File: src/rtl/cla_alu_pkg.sv
// Shared definitions for the pipelined carry-lookahead ALU: operation
// encodings and the lookahead group width.
package cla_alu_pkg;

    localparam int CLA_GROUP = 4;

    typedef enum logic [1:0] {
        ALU_ADD  = 2'b00,
        ALU_SUB  = 2'b01,
        ALU_SLT  = 2'b10,
        ALU_SLTU = 2'b11
    } alu_op_e;

endpackage

File: src/rtl/cla_group.sv
// 4-bit carry-lookahead group: produces the group sum plus the group
// generate/propagate terms used to chain groups together.
module cla_group
    import cla_alu_pkg::*;
(
    input  logic [CLA_GROUP-1:0] a,
    input  logic [CLA_GROUP-1:0] b,
    input  logic                 cin,
    output logic [CLA_GROUP-1:0] sum,
    output logic                 g,
    output logic                 p
);

    logic [CLA_GROUP-1:0] gen;
    logic [CLA_GROUP-1:0] prop;
    logic [CLA_GROUP-1:0] carry;

    // Every internal carry is expanded from the group inputs so no bit waits on its neighbour
    always_comb begin
        gen      = a & b;
        prop     = a ^ b;
        carry[0] = cin;
        carry[1] = gen[0] | (prop[0] & cin);
        carry[2] = gen[1] | (prop[1] & gen[0]) | (prop[1] & prop[0] & cin);
        carry[3] = gen[2] | (prop[2] & gen[1]) | (prop[2] & prop[1] & gen[0])
                 | (prop[2] & prop[1] & prop[0] & cin);
        sum      = prop ^ carry;
        g        = gen[3] | (prop[3] & gen[2]) | (prop[3] & prop[2] & gen[1])
                 | (prop[3] & prop[2] & prop[1] & gen[0]);
        p        = &prop;
    end

endmodule

File: src/rtl/pipelined_cla_alu.sv
// Pipelined carry-lookahead ADD/SUB/SLT/SLTU unit. Each of the STAGES stages
// adds WIDTH/STAGES bits; the carry between slices is registered, and the
// operand slices not yet consumed ride along in skew registers so a new
// operation can enter every non-stalled cycle. WIDTH must be a multiple of
// 4*STAGES.
// Optional feature: define PIPELINED_CLA_ALU_FLAGS_EN to get registered
// c_out/ovf/zero flags; otherwise those outputs are tied low.
module pipelined_cla_alu
    import cla_alu_pkg::*;
#(
    parameter int WIDTH  = 32,
    parameter int STAGES = 2
) (
    input  logic             clk,
    input  logic             rst_n,
    input  logic             in_valid,
    input  logic [1:0]       ALUctl,
    input  logic [WIDTH-1:0] a,
    input  logic [WIDTH-1:0] b,
    input  logic             stall,
    input  logic             flush,
    output logic             out_valid,
    output logic [WIDTH-1:0] s,
    output logic             c_out,
    output logic             ovf,
    output logic             zero
);

    localparam int SLICE = WIDTH / STAGES;
    localparam int NGRP  = SLICE / CLA_GROUP;
    localparam int LAST  = STAGES - 1;

    // Everything except ADD subtracts: invert b here and inject the +1 as carry-in
    logic             sub_op;
    logic [WIDTH-1:0] b_eff;

    assign sub_op = (ALUctl != ALU_ADD);
    assign b_eff  = sub_op ? ~b : b;

    for (genvar k = 0; k < STAGES; k++) begin : g_stage
        // Operand bits this stage still carries: its own slice plus all higher slices
        localparam int REM = WIDTH - k * SLICE;

        logic                   st_valid;
        alu_op_e                st_op;
        logic                   st_cin;
        logic [REM-1:0]         st_a;
        logic [REM-1:0]         st_b;
        logic [SLICE-1:0]       slice_sum;
        logic [NGRP:0]          gc;
        logic [NGRP-1:0]        grp_g;
        logic [NGRP-1:0]        grp_p;
        logic [(k+1)*SLICE-1:0] sum_acc;

        if (k == 0) begin : g_first
            assign st_valid = in_valid;
            assign st_op    = alu_op_e'(ALUctl);
            assign st_cin   = sub_op;
            assign st_a     = a;
            assign st_b     = b_eff;
            assign sum_acc  = slice_sum;
        end else begin : g_rest
            logic                 valid_q;
            alu_op_e              op_q;
            logic                 cin_q;
            logic [REM-1:0]       a_q;
            logic [REM-1:0]       b_q;
            logic [k*SLICE-1:0]   sum_q;

            // Valid bit: flush beats stall, stall freezes, otherwise follow the previous stage
            always_ff @(posedge clk or negedge rst_n) begin
                if (!rst_n) begin
                    valid_q <= 1'b0;
                end else if (flush) begin
                    valid_q <= 1'b0;
                end else if (!stall) begin
                    valid_q <= g_stage[k-1].st_valid;
                end
            end

            // Skew registers: slice carry, finished low sum bits and the unconsumed operand slices
            always_ff @(posedge clk) begin
                if (!stall) begin
                    op_q  <= g_stage[k-1].st_op;
                    cin_q <= g_stage[k-1].gc[NGRP];
                    a_q   <= g_stage[k-1].st_a[REM+SLICE-1:SLICE];
                    b_q   <= g_stage[k-1].st_b[REM+SLICE-1:SLICE];
                    sum_q <= g_stage[k-1].sum_acc;
                end
            end

            assign st_valid = valid_q;
            assign st_op    = op_q;
            assign st_cin   = cin_q;
            assign st_a     = a_q;
            assign st_b     = b_q;
            assign sum_acc  = {slice_sum, sum_q};
        end

        assign gc[0] = st_cin;

        for (genvar j = 0; j < NGRP; j++) begin : g_grp
            cla_group u_grp (
                .a   (st_a[j*CLA_GROUP +: CLA_GROUP]),
                .b   (st_b[j*CLA_GROUP +: CLA_GROUP]),
                .cin (gc[j]),
                .sum (slice_sum[j*CLA_GROUP +: CLA_GROUP]),
                .g   (grp_g[j]),
                .p   (grp_p[j])
            );
            assign gc[j+1] = grp_g[j] | (grp_p[j] & gc[j]);
        end
    end

    logic [WIDTH-1:0] fin_sum;
    logic             fin_cout;
    logic             fin_ovf;
    logic             a_msb;
    logic             b_msb;
    logic [WIDTH-1:0] result;

    assign fin_sum  = g_stage[LAST].sum_acc;
    assign fin_cout = g_stage[LAST].gc[NGRP];
    assign a_msb    = g_stage[LAST].st_a[SLICE-1];
    assign b_msb    = g_stage[LAST].st_b[SLICE-1];
    assign fin_ovf  = (a_msb == b_msb) && (fin_sum[WIDTH-1] != a_msb);

    // Pick the architectural result; compares reduce to a single LSB
    always_comb begin
        result = fin_sum;
        case (g_stage[LAST].st_op)
            ALU_SLT:  result = {{(WIDTH-1){1'b0}}, fin_sum[WIDTH-1] ^ fin_ovf};
            ALU_SLTU: result = {{(WIDTH-1){1'b0}}, ~fin_cout};
            default:  result = fin_sum;
        endcase
    end

    // Output register: flush drops the valid flag, stall holds everything
    always_ff @(posedge clk or negedge rst_n) begin
        if (!rst_n) begin
            out_valid <= 1'b0;
            s         <= '0;
        end else begin
            if (flush) begin
                out_valid <= 1'b0;
            end else if (!stall) begin
                out_valid <= g_stage[LAST].st_valid;
            end
            if (!stall) begin
                s <= result;
            end
        end
    end

`ifdef PIPELINED_CLA_ALU_FLAGS_EN
    // Flag registers track the result register and hold with it under stall
    always_ff @(posedge clk or negedge rst_n) begin
        if (!rst_n) begin
            c_out <= 1'b0;
            ovf   <= 1'b0;
            zero  <= 1'b0;
        end else if (!stall) begin
            c_out <= fin_cout;
            ovf   <= fin_ovf;
            zero  <= (result == '0);
        end
    end
`else
    assign c_out = 1'b0;
    assign ovf   = 1'b0;
    assign zero  = 1'b0;
`endif

endmodule

File: config.mk
export PLATFORM = sky130hd
export DESIGN_NAME = pipelined_cla_alu
export DESIGN_NICKNAME = d
export VERILOG_FILES = /design/src/rtl/cla_alu_pkg.sv /design/src/rtl/cla_group.sv /design/src/rtl/pipelined_cla_alu.sv
export SDC_FILE = /design/constraint.sdc
export NUM_CORES = 1
export LEC_CHECK = 0
export CAP_MARGIN = 20
export CORE_MARGIN = 2
export CORE_UTILIZATION = 48
export CTS_CLUSTER_DIAMETER = 60
export CTS_CLUSTER_SIZE = 28
export DETAILED_ROUTE_END_ITERATION = 10
export GPL_ROUTABILITY_DRIVEN = 0
export GPL_TIMING_DRIVEN = 0
export PLACE_DENSITY = 0.84
export SLEW_MARGIN = 20
export SYNTH_ARGS = -nofsm -noshare
export SYNTH_HDL_FRONTEND = slang
export SYNTH_HIERARCHICAL = 1
export SYNTH_SLANG_ARGS = --single-unit
File: constraint.sdc
create_clock -name clk -period 3.1 [get_ports clk]
set_input_delay 0.31 -clock clk [delete_from_list [all_inputs] [get_ports clk]]
set_output_delay 0.31 -clock clk [all_outputs]
set_load 0.1 [all_outputs]
### Yosys cells after proc, flatten, opt, wreduce, memory -nomap -nowiden

Cells that the tools add are included.

| word-level totals | value |
|---|---|
| register bits | 85 |
| RAM bits | 0 |
| bits in latches | 0 |
| bits in read-only memories | 0 |
| memories kept | 0 |
| output and inout bits | 36 |
| input bits | 71 |

| cells by class | value |
|---|---|
| shift-type cells | 0 |
| muxes and demuxes | 6 |
| reductions and logical operators | 10 |
| divide/modulo/power cells | 0 |
| eq/ne operators | 5 |
| add/subtract/negate cells | 0 |
| bitwise gates (word level) | 227 |
| $lt $le $gt $ge | 0 |
| multiply operators | 0 |

Operators by type and width:

| operator | number |
|---|---|
| bitwise AND 1 bit | 120 |
| bitwise OR 1 bit | 80 |
| case mux 32 bit (2 select lines) | 1 |
| bitwise XOR 4 bit | 16 |
| bitwise AND 4 bit | 8 |
| two-way mux 32 bit | 1 |
| inverter 32 bit | 1 |
| AND reduction 4 bit | 8 |
| equality test 2 bit, second input constant | 2 |
| two-way mux 1 bit | 4 |
| inequality test 2 x 1 -> 1 bit, second input constant | 1 |
| nonzero test 2 bit | 1 |
| equality test 1 bit | 1 |
| logical AND 1 bit | 1 |
| inequality test 1 bit | 1 |
| inverter 1 bit | 1 |
| bitwise XOR 1 bit | 1 |

### Longest topological paths before layout

Gate-level depths: netlist of the first run.

| logic depth | value |
|---|---|
| word-level depth | 17 |
| gate-level depth with buffers | 13 |
| mapped depth without buffers | 13 |

### Hierarchy

The synthesis of the first run kept the hierarchy.

Modules (own cells, without submodules):

| module | area an instance (sq um) | times used | cells each | seq. area each (sq um) |
|---|---|---|---|---|
| pipelined_cla_alu | 3,433.3 | 1 | 256 | 2,382.3 |
| cla_group | 170.2 | 8 | 21 | 0.0 |

### Worst setup path before layout of the first run

OpenSTA, ideal clock, no wires.

| timing path | value |
|---|---|
| path kind | reg-to-reg |
| start | reg g_stage[1].g_rest.a_q[2] |
| end | reg s[0] |
| data required time | 2,967 ps |
| stages on the path, launching flop included | 14 |
| clock period less this slack | 2,637 ps |
| arrival time | 2,505 ps |
| setup slack | 463 ps |
| setup time | 133 ps |
| cell sequence | edfxtp_1 -> ha_1 -> a21oi_1 -> nand2_1 -> a21o_1 -> a21oi_1 -> nand2_1 -> a21o_1 -> nand4_1 -> nand3_1 -> xor2_1 -> maj3_2 -> a221oi_1 -> o21ai_1 |

| on the way | value |
|---|---|
| cells in the longest elaborated chain, start to end | 17 |
| elaborated cells on any way between the ends | 27 |
| classes of those cells | 1 x eq/ne; 1 x mux; 23 x bitwise; 2 x reduce/logical |

RTL lines:

| element | line | RTL |
|---|---|---|
| from (decl) | pipelined_cla_alu.sv:66 | `logic [REM-1:0] a_q;` |
| from (signal assigned) | pipelined_cla_alu.sv:86 | `a_q <= g_stage[k-1].st_a[REM+SLICE-1:SLICE];` |
| bitwise AND 4 bit / bitwise XOR 4 bit (equally long branches) | cla_group.sv:20, cla_group.sv:21 |  |
| bitwise AND 1 bit (on tied branches) | cla_group.sv:28, cla_group.sv:29 |  |
| bitwise OR 1 bit (tied with other cells) | cla_group.sv:28 | `g = gen[3] \| (prop[3] & gen[2]) \| (prop[3] & prop[2] & gen[1])` |
| bitwise OR 1 bit / bitwise AND 1 bit (equally long branches) | cla_group.sv:28, cla_group.sv:29 |  |
| bitwise OR 1 bit (*) | cla_group.sv:29 | `\| (prop[3] & prop[2] & prop[1] & gen[0]);` |
| via g_stage[1].grp_g[0] | pipelined_cla_alu.sv:51 | `logic [NGRP-1:0] grp_g;` |
| bitwise OR 1 bit (*) | pipelined_cla_alu.sv:111 | `assign gc[j+1] = grp_g[j] \| (grp_p[j] & gc[j]);` |
| bitwise AND 1 bit (*) | pipelined_cla_alu.sv:111 |  |
| [1 not listed] | n/a |  |
| via g_stage[1].gc[2] | pipelined_cla_alu.sv:50 | `logic [NGRP:0] gc;` |
| [2 not listed] | n/a |  |
| via g_stage[1].gc[3] | pipelined_cla_alu.sv:50 |  |
| bitwise AND 1 bit (*) | cla_group.sv:26 | `\| (prop[2] & prop[1] & prop[0] & cin);` |
| bitwise OR 1 bit (*) | cla_group.sv:26 |  |
| bitwise XOR 4 bit (*) | cla_group.sv:27 | `sum = prop ^ carry;` |
| via fin_sum[31] | pipelined_cla_alu.sv:115 | `logic [WIDTH-1:0] fin_sum;` |
| inequality test 1 bit | pipelined_cla_alu.sv:126 | `assign fin_ovf = (a_msb == b_msb) && (fin_sum[WIDTH-1] != a_msb);` |
| logical AND 1 bit | pipelined_cla_alu.sv:126 |  |
| bitwise XOR 1 bit (*) | pipelined_cla_alu.sv:132 | `ALU_SLT: result = {{(WIDTH-1){1'b0}}, fin_sum[WIDTH-1] ^ fin_ovf};` |
| case mux 32 bit (2 select lines) (*) | pipelined_cla_alu.sv:131 | `case (g_stage[LAST].st_op)` |
| to (signal assigned) | pipelined_cla_alu.sv:150 | `s <= result;` |
| to (decl) | pipelined_cla_alu.sv:23 | `output logic [WIDTH-1:0] s,` |

The timed path passes the listed nets; every way through them passes the cells marked *.
A chain may end at the register's enable or synchronous reset.

### Worst setup path after layout of the first run

| timing path | value |
|---|---|
| start | in ALUctl[1] |
| end | reg g_stage[1].g_rest.sum_q[12], data pin |

| on the way | value |
|---|---|
| elaborated cells on any way between the ends | 43 |
| classes of those cells | 1 x mux; 38 x bitwise; 4 x reduce/logical |

RTL lines:

| element | line | RTL |
|---|---|---|
| from (decl) | pipelined_cla_alu.sv:17 | `input logic [1:0] ALUctl,` |
| nonzero test 2 bit (*) | pipelined_cla_alu.sv:37 | `assign sub_op = (ALUctl != ALU_ADD);` |
| two-way mux 32 bit (*) | pipelined_cla_alu.sv:38 | `assign b_eff = sub_op ? ~b : b;` |
| via b_eff[6] | pipelined_cla_alu.sv:35 | `logic [WIDTH-1:0] b_eff;` |
| bitwise AND 4 bit / bitwise XOR 4 bit (equally long branches) | cla_group.sv:20, cla_group.sv:21 |  |
| bitwise AND 1 bit (on tied branches) | cla_group.sv:28, cla_group.sv:29 |  |
| bitwise OR 1 bit (tied with other cells) | cla_group.sv:28 |  |
| bitwise OR 1 bit / bitwise AND 1 bit (equally long branches) | cla_group.sv:28, cla_group.sv:29 |  |
| bitwise OR 1 bit (*) | cla_group.sv:29 |  |
| via g_stage[0].grp_g[1] | pipelined_cla_alu.sv:51 |  |
| bitwise OR 1 bit (*) | pipelined_cla_alu.sv:111 |  |
| via g_stage[0].gc[2] | pipelined_cla_alu.sv:50 |  |
| bitwise AND 1 bit (*) | pipelined_cla_alu.sv:111 |  |
| bitwise OR 1 bit (*) | pipelined_cla_alu.sv:111 |  |
| via g_stage[0].gc[3] | pipelined_cla_alu.sv:50 |  |
| bitwise XOR 4 bit (*) | cla_group.sv:27 |  |
| via g_stage[0].slice_sum[12] | pipelined_cla_alu.sv:49 | `logic [SLICE-1:0] slice_sum;` |
| to (signal assigned) | pipelined_cla_alu.sv:88 | `sum_q <= g_stage[k-1].sum_acc;` |
| to (decl) | pipelined_cla_alu.sv:68 | `logic [k*SLICE-1:0] sum_q;` |

Marked as above.

==> flow_metrics.env, run 1 <==
export IMPL_clockPowerShare_pct=20.3
export IMPL_area_growth_pct=31.6
export IMPL_place_detailed_hpwl_um=7640
export IMPL_placed_cells=664
export IMPL_synth_main_ff_cell="edfxtp_1"
export IMPL_portBuffers=103
export IMPL_powerDensity_mw_per_mm2=608
export IMPL_grt_start_max_net_pins=31
export IMPL_initial_core_util_pct=49.3
export IMPL_maxSlewViolCount=0
export IMPL_async_flop_share_pct=40.0
export IMPL_finalWorstSetupSlack_ns=0.0965
export IMPL_top_layer_used="met4"
export IMPL_ys_seq_elements=85
export IMPL_ctsHtreeMaxLevel=3
export IMPL_peakVddDrop_mv=0.289
export IMPL_synth_cell_types=32
export IMPL_combinationalPowerShare_pct=41.0
export IMPL_antenna_found_initial=0
export IMPL_cp_arrival_ns=3.22
export IMPL_dr_pass1_iters=4
export IMPL_place_ws_ns=-0.339
export IMPL_met3_length_um=320
export IMPL_cts_sinks=85
export IMPL_grt_overflow_total=0
export IMPL_net_switching_power_mw=1.48
export IMPL_finalClockSkew_ns=0.0143
export IMPL_finalCritPeriodShare_pct=96.9
export IMPL_fin_util_pct=64.9
export IMPL_ios=107
export IMPL_synth_edff_count=51
export IMPL_drt_wl_total_um=9660
export IMPL_seq_power_share_pct=38.6
export IMPL_hold_viol=0
export IMPL_drive_gt1_share_pct=10.3
export IMPL_intPower_mw=2.36
export IMPL_drcViolationCount=0
export IMPL_final_cells=685
export IMPL_clock_path_buffers=2
export IMPL_rows=36
export IMPL_setup_viol=0
export IMPL_layout_common_cells="102 x clkdlybuf4s50_1, 51 x edfxtp_1, 48 x xnor2_1"
export IMPL_grt_pass1_vias=3412
export IMPL_total_power_mw=3.84
export IMPL_synth_area_mm2=0.00479
export IMPL_dieArea_mm2=0.0108
export IMPL_nNetsFinal=658
export IMPL_max_freq_ghz=0.333
export IMPL_cts_tree="done"
export IMPL_avgSynthCellArea_um2=11.3
export IMPL_yosys_warnings=6
export IMPL_slew_headroom_pct=30.6
export IMPL_p_leak_nw=2.67
export IMPL_nFillCells=793
export IMPL_fin_crit_ns=3.00
export IMPL_insertion_delay_ns=0.35
export IMPL_antenna_cells=0
export IMPL_worst_setup_path_end_kind="register"
export IMPL_drv_cap=0
export IMPL_cp_required_ns=3.31
export IMPL_routed_via_density=5.01
export IMPL_antenna_left=0
export IMPL_mostFrequentLayoutCell="clkdlybuf4s50_1"
export IMPL_critPathLaunchType="input pin"
export IMPL_core_mm2=0.00973
export IMPL_grt_usage_pct=18.1
export IMPL_die_height_um=104
export IMPL_cp_max_fo=10
export IMPL_grt_pass1_wl_um=15500
export IMPL_drtIter0Drc=111
export IMPL_drt_wirelength_per_cell_um=14.1
export IMPL_die_x_um=104
export IMPL_hp_class="input pin to async pin"
export IMPL_crit_type="input pin to register"
export IMPL_num_vias=3430
export IMPL_sw_frac_of_total_pct=38.6
export IMPL_clk_pin_slew_ns=0.09
export IMPL_outcome="finished, final reports clean"
export IMPL_wl_met2_um=5230
export IMPL_wirelength_met1_um=3850
export IMPL_tightest_slew_ns=1.04
export IMPL_syn_instance_count=424
export IMPL_yosysSeqAreaShare_pct=49.7
export IMPL_cts_root_buf="clkbuf_8"
export IMPL_numCtsBuffers=9
==> synth_stat cells (3+ instances only) <==
library cell,count,share of area [%]
ha_1,32,8.4
a21oi_1,11,1.1
nand2b_1,30,3.9
xor2_1,8,1.5
nand2_1,43,3.4
inv_1,34,2.7
o21ai_0,28,2.9
a21o_1,21,3.3
clkbuf_1,4,0.31
and4_2,8,1.7
buf_4,7,1.1
buf_6,3,0.70
xnor2_1,48,8.8
nand4_1,9,1.2
nand3_1,17,1.8
fa_1,8,3.3
dfrtp_1,34,18
o21ai_1,4,0.42
edfxtp_1,51,32
a21oi_2,8,1.5
==> final cells by class <==
cell class / instances / area (um^2) / share of cell area (%)
plain buffers: 16 / 115 / 1.82
multi-input cells: 291 / 2200 / 34.9
clock buffers: 15 / 166 / 2.64
flip-flops and latches: 85 / 2380 / 37.8
clock inverters: 1 / 30.0 / 0.476
well taps: 133 / 166 / 2.64
repair buffers: 110 / 1120 / 17.8
inverters: 34 / 128 / 2.02
==> kinds of logic after synthesis <==
logic type | Yosys count | share of synthesized area (%)
muxes | 2 | 0.418
xor gates and xnor gates | 56 | 10.2
other | 1 | 0.0782
and+or+nand+nor | 114 | 12.9
buffers and inverters | 50 | 4.98
DFF | 85 | 49.7
adders and majority gates | 41 | 11.9
AOI/OAI and AO/OA | 75 | 9.79
==> worst paths after layout <==
path                                           from                           to  slack, ns  cells past startpoint
min                                           rst_n                        s[27]       0.44                      2
max reg2reg                g_stage[1].g_rest.a_q[6]                         s[0]       0.19                     13
max                                       ALUctl[1]  g_stage[1].g_rest.sum_q[12]        0.1                     14
min in group clk                              s[18]                        s[18]       0.48                      2
max in group asynchronous                     rst_n                         s[1]       2.21                      3
min reg2reg                                   s[18]                        s[18]       0.48                      2
==> critical path, stage by stage <==
cell and delay, ns:
clkdlybuf4s50_1 0.49, nor2_4 0.23, buf_8 0.19, xnor2_1 0.14
ha_2 0.34, a21oi_2 0.19, nand2_1 0.10, a21o_1 0.20
a21oi_2 0.13, o21ai_2 0.12, a21o_1 0.23, inv_1 0.08
fa_1 0.42, inv_1 0.07
==> repair_timing <==
action,CTS,global route
hold buffers,1,0
buffers inserted,0,4
resized for setup,0,7
endpoints found under the hold margin,17,0
endpoints found under the setup margin,0,5
==> layer usage <==
metal	GRT usage [%]	vias up
met3	2.69	20
li1	-	1694
met1	19.1	1628
met5	0	-
met4	8.78	0
met2	34.6	88
==> flip-flops by register name (all words and copies together), names as in the netlist <==
| signal | count |
|---|---|
| s | 32 |
| g_stage.g_rest.a_q | 16 |
| g_stage.g_rest.b_q | 16 |
| g_stage.g_rest.sum_q | 16 |
| g_stage.g_rest.op_q | 2 |
| g_stage.g_rest.cin_q | 1 |
| g_stage.g_rest.valid_q | 1 |
| out_valid | 1 |
==> through the flow <==
step	setup TNS (ns)	hold slack [ns]	cell area [um^2]
6_report	0	0.436	6310
5_1_grt	-0.0228	0.469	6310
4_1_cts	0	0.434	6260
3_5_place_dp	-1.53	0.288	6050
3_3_place_gp	-0.848	0.465	6000
2_1_floorplan	0	0.0144	4800
==> power by group through the flow <==
stage / clock network [mW] / logic, mW / registers [mW]
after floorplan: 0 / 0.577 / 2.07
after global placement: 0 / 1.51 / 1.50
after detailed placement: 0 / 1.56 / 1.51
after CTS: 0.798 / 1.57 / 1.48
after global routing: 0.844 / 1.67 / 1.50
final: 0.780 / 1.57 / 1.48
(Power assumes the default switching activity.)
==> inputs of run 2 (changes only) <==
- CTS_CLUSTER_SIZE: 28 -> not set
==> results of run 2 <==
No change in the layout: final DEF, timing and power equal those of run 1.
==> patch (settings of run 2) <==
Add a define of `PIPELINED_CLA_ALU_FLAGS_EN`.
--- a/src/rtl/pipelined_cla_alu.sv
+++ b/src/rtl/pipelined_cla_alu.sv
@@ -5,6 +5,8 @@
 // 4*STAGES.
 // Optional feature: define PIPELINED_CLA_ALU_FLAGS_EN to get registered
 // c_out/ovf/zero flags; otherwise those outputs are tied low.
+`define PIPELINED_CLA_ALU_FLAGS_EN
+
 module pipelined_cla_alu
     import cla_alu_pkg::*;
 #(
Check against the original RTL: not equivalent (Yosys sat finds a counterexample within 4 cycles, from zero or initial values and one cycle with rst_n low).
==> patch against run 2 <==
- sequential share of layout area is 0.46 points lower
- register-to-register slack worse by 60 ps
- area after synthesis is 2.5% higher
- die area is 2.4% higher
- cell count is 3.9% higher
- largest cell class unchanged
- wire length is 16% higher
- via count is 9.2% higher
- highest routed layer unchanged
- cell area is 4.4% higher
- total power is 7.2% higher
- core utilization is 1.9 points higher
- worst setup slack better by 34 ps
- maximum frequency is 1.1% higher
- critical path type unchanged
- sequential cell count is 3 higher
==> patch: results (changes against run 2) <==
final-clk-cell-share: 0.0298  # -0.00132
r2r_slack_ps: 130  # -60 ps
finClkSkew_ps: 12.3  # -1.99 ps
async_reset_ff_frac: 0.420  # +0.0205
grt_max_degree: 36  # +16%
leakagePower_uw: 0.00278  # +4.2%
use_met1: 0.258  # +0.0671
largest_reg_flops: 32  # unchanged
inv_count: 35  # +2.9%
port_buffers: 105  # +1.9%
muxShareOfSynthArea: 0.00407  # -0.000103
drt_iter0_markers: 205  # +85%
drive_above_1_share: 0.119  # +0.0159
wl_met3_um: 554  # +73%
yosysWarnings: 6  # unchanged
multi_input_gates: 305  # +4.8%
vdd_drop_max_uv: 383  # +32%
dpl.hpwl_mm: 8.28  # +8.4%
nets: 685  # +4.1%
nonClockBufferCount: 135  # +7.1%
wl_met2_mm: 5.76  # +10%
nonClkBufAreaFrac: 0.191  # -0.00469
rr_worst_depth: 14  # +1
multi_input_area_share: 0.361  # +0.0120
startpoint: "ALUctl[0]"
synth_compound_area_frac: 0.109  # +0.0113
nClkBuffers: 10  # -5
p_sw_frac: 0.419  # +0.0324
place_area_sq_um: 6170  # +2.0%
cp.arrival_ps: 3200  # -20 ps
dr.max_layer_used: "met4"
netlist_top_cells_count: "edfxtp_1, xnor2_1, nand2_1, dfrtp_1, inv_1"
grt_pass1_wl_mm: 17.9  # +16%
seqPwrFrac: 0.378  # -0.008
routed_wl_mm: 11.2  # +16%
reg2reg_to: "zero"
ys_ff_latch: 88  # +3.5%
ys_seq_area_frac: 0.500  # +0.00300
use_met2: 0.352  # +0.00574
synth_area_leaders: "edfxtp_1, dfrtp_1, xnor2_1, ha_1, nand2b_1"
ctsResizeCount: 7  # +7
p_per_area_nw_per_um2: 624  # +2.7%
sh_seq_area: 0.373  # -0.00459
max_slew_margin: 0.313  # +0.00731
synthAdderAreaFrac: 0.114  # -0.00523
track_usage: 0.205  # +0.0241
wl_met1_mm: 4.56  # +19%
synth.distinct_cells: 31  # -3.1%
cts_post_setup_buffers_inserted: 3  # +3
via_count: 3746  # +9.2%
yosys.area_share.xor_xnor: 0.0998  # -0.00253
fillers: 716  # -9.7%
grt.met3_usage: 0.0256  # -0.00137
r2r_start: "g_stage[1].g_rest.b_q[2]"
status: "completed"
die_x_um: 105  # +1.2%
pg_clk_uw: 781  # about the same
==> patch: cell types whose count changed in the layout (fill, tap and decap cells not counted), moves of 4 or more <==
cell,run 2,this run
nor4_1,0,5
a21o_1,21,25
a21oi_1,7,11
o21ai_0,28,32
==> patch: worst min-delay path by stage <==
stage                           endpoint  cells after the start  slack (ps)      start
6_report                           s[27]                      2         300      rst_n
5_1_grt        g_stage[1].g_rest.op_q[1]                      1         280  ALUctl[1]
4_1_cts                            s[27]                      2         280      rst_n
3_5_place_dp                       s[30]                      1         140      rst_n
3_3_place_gp                       s[29]                      2         470      s[29]
2_1_floorplan                      c_out                      0          10      rst_n
==> patch: metrics by stage <==
step | setup TNS (ps) | utilization | setup slack (ps) | std cells
floorplan | 0 | - | 168 | 443
global placement | -6360 | 0.622 | -745 | 681
detailed placement | -7580 | 0.625 | -818 | 683
CTS | 0 | 0.653 | 6.65 | 703
global route | -184 | 0.668 | -59.0 | 712
finish | 0 | 0.668 | 130 | 712
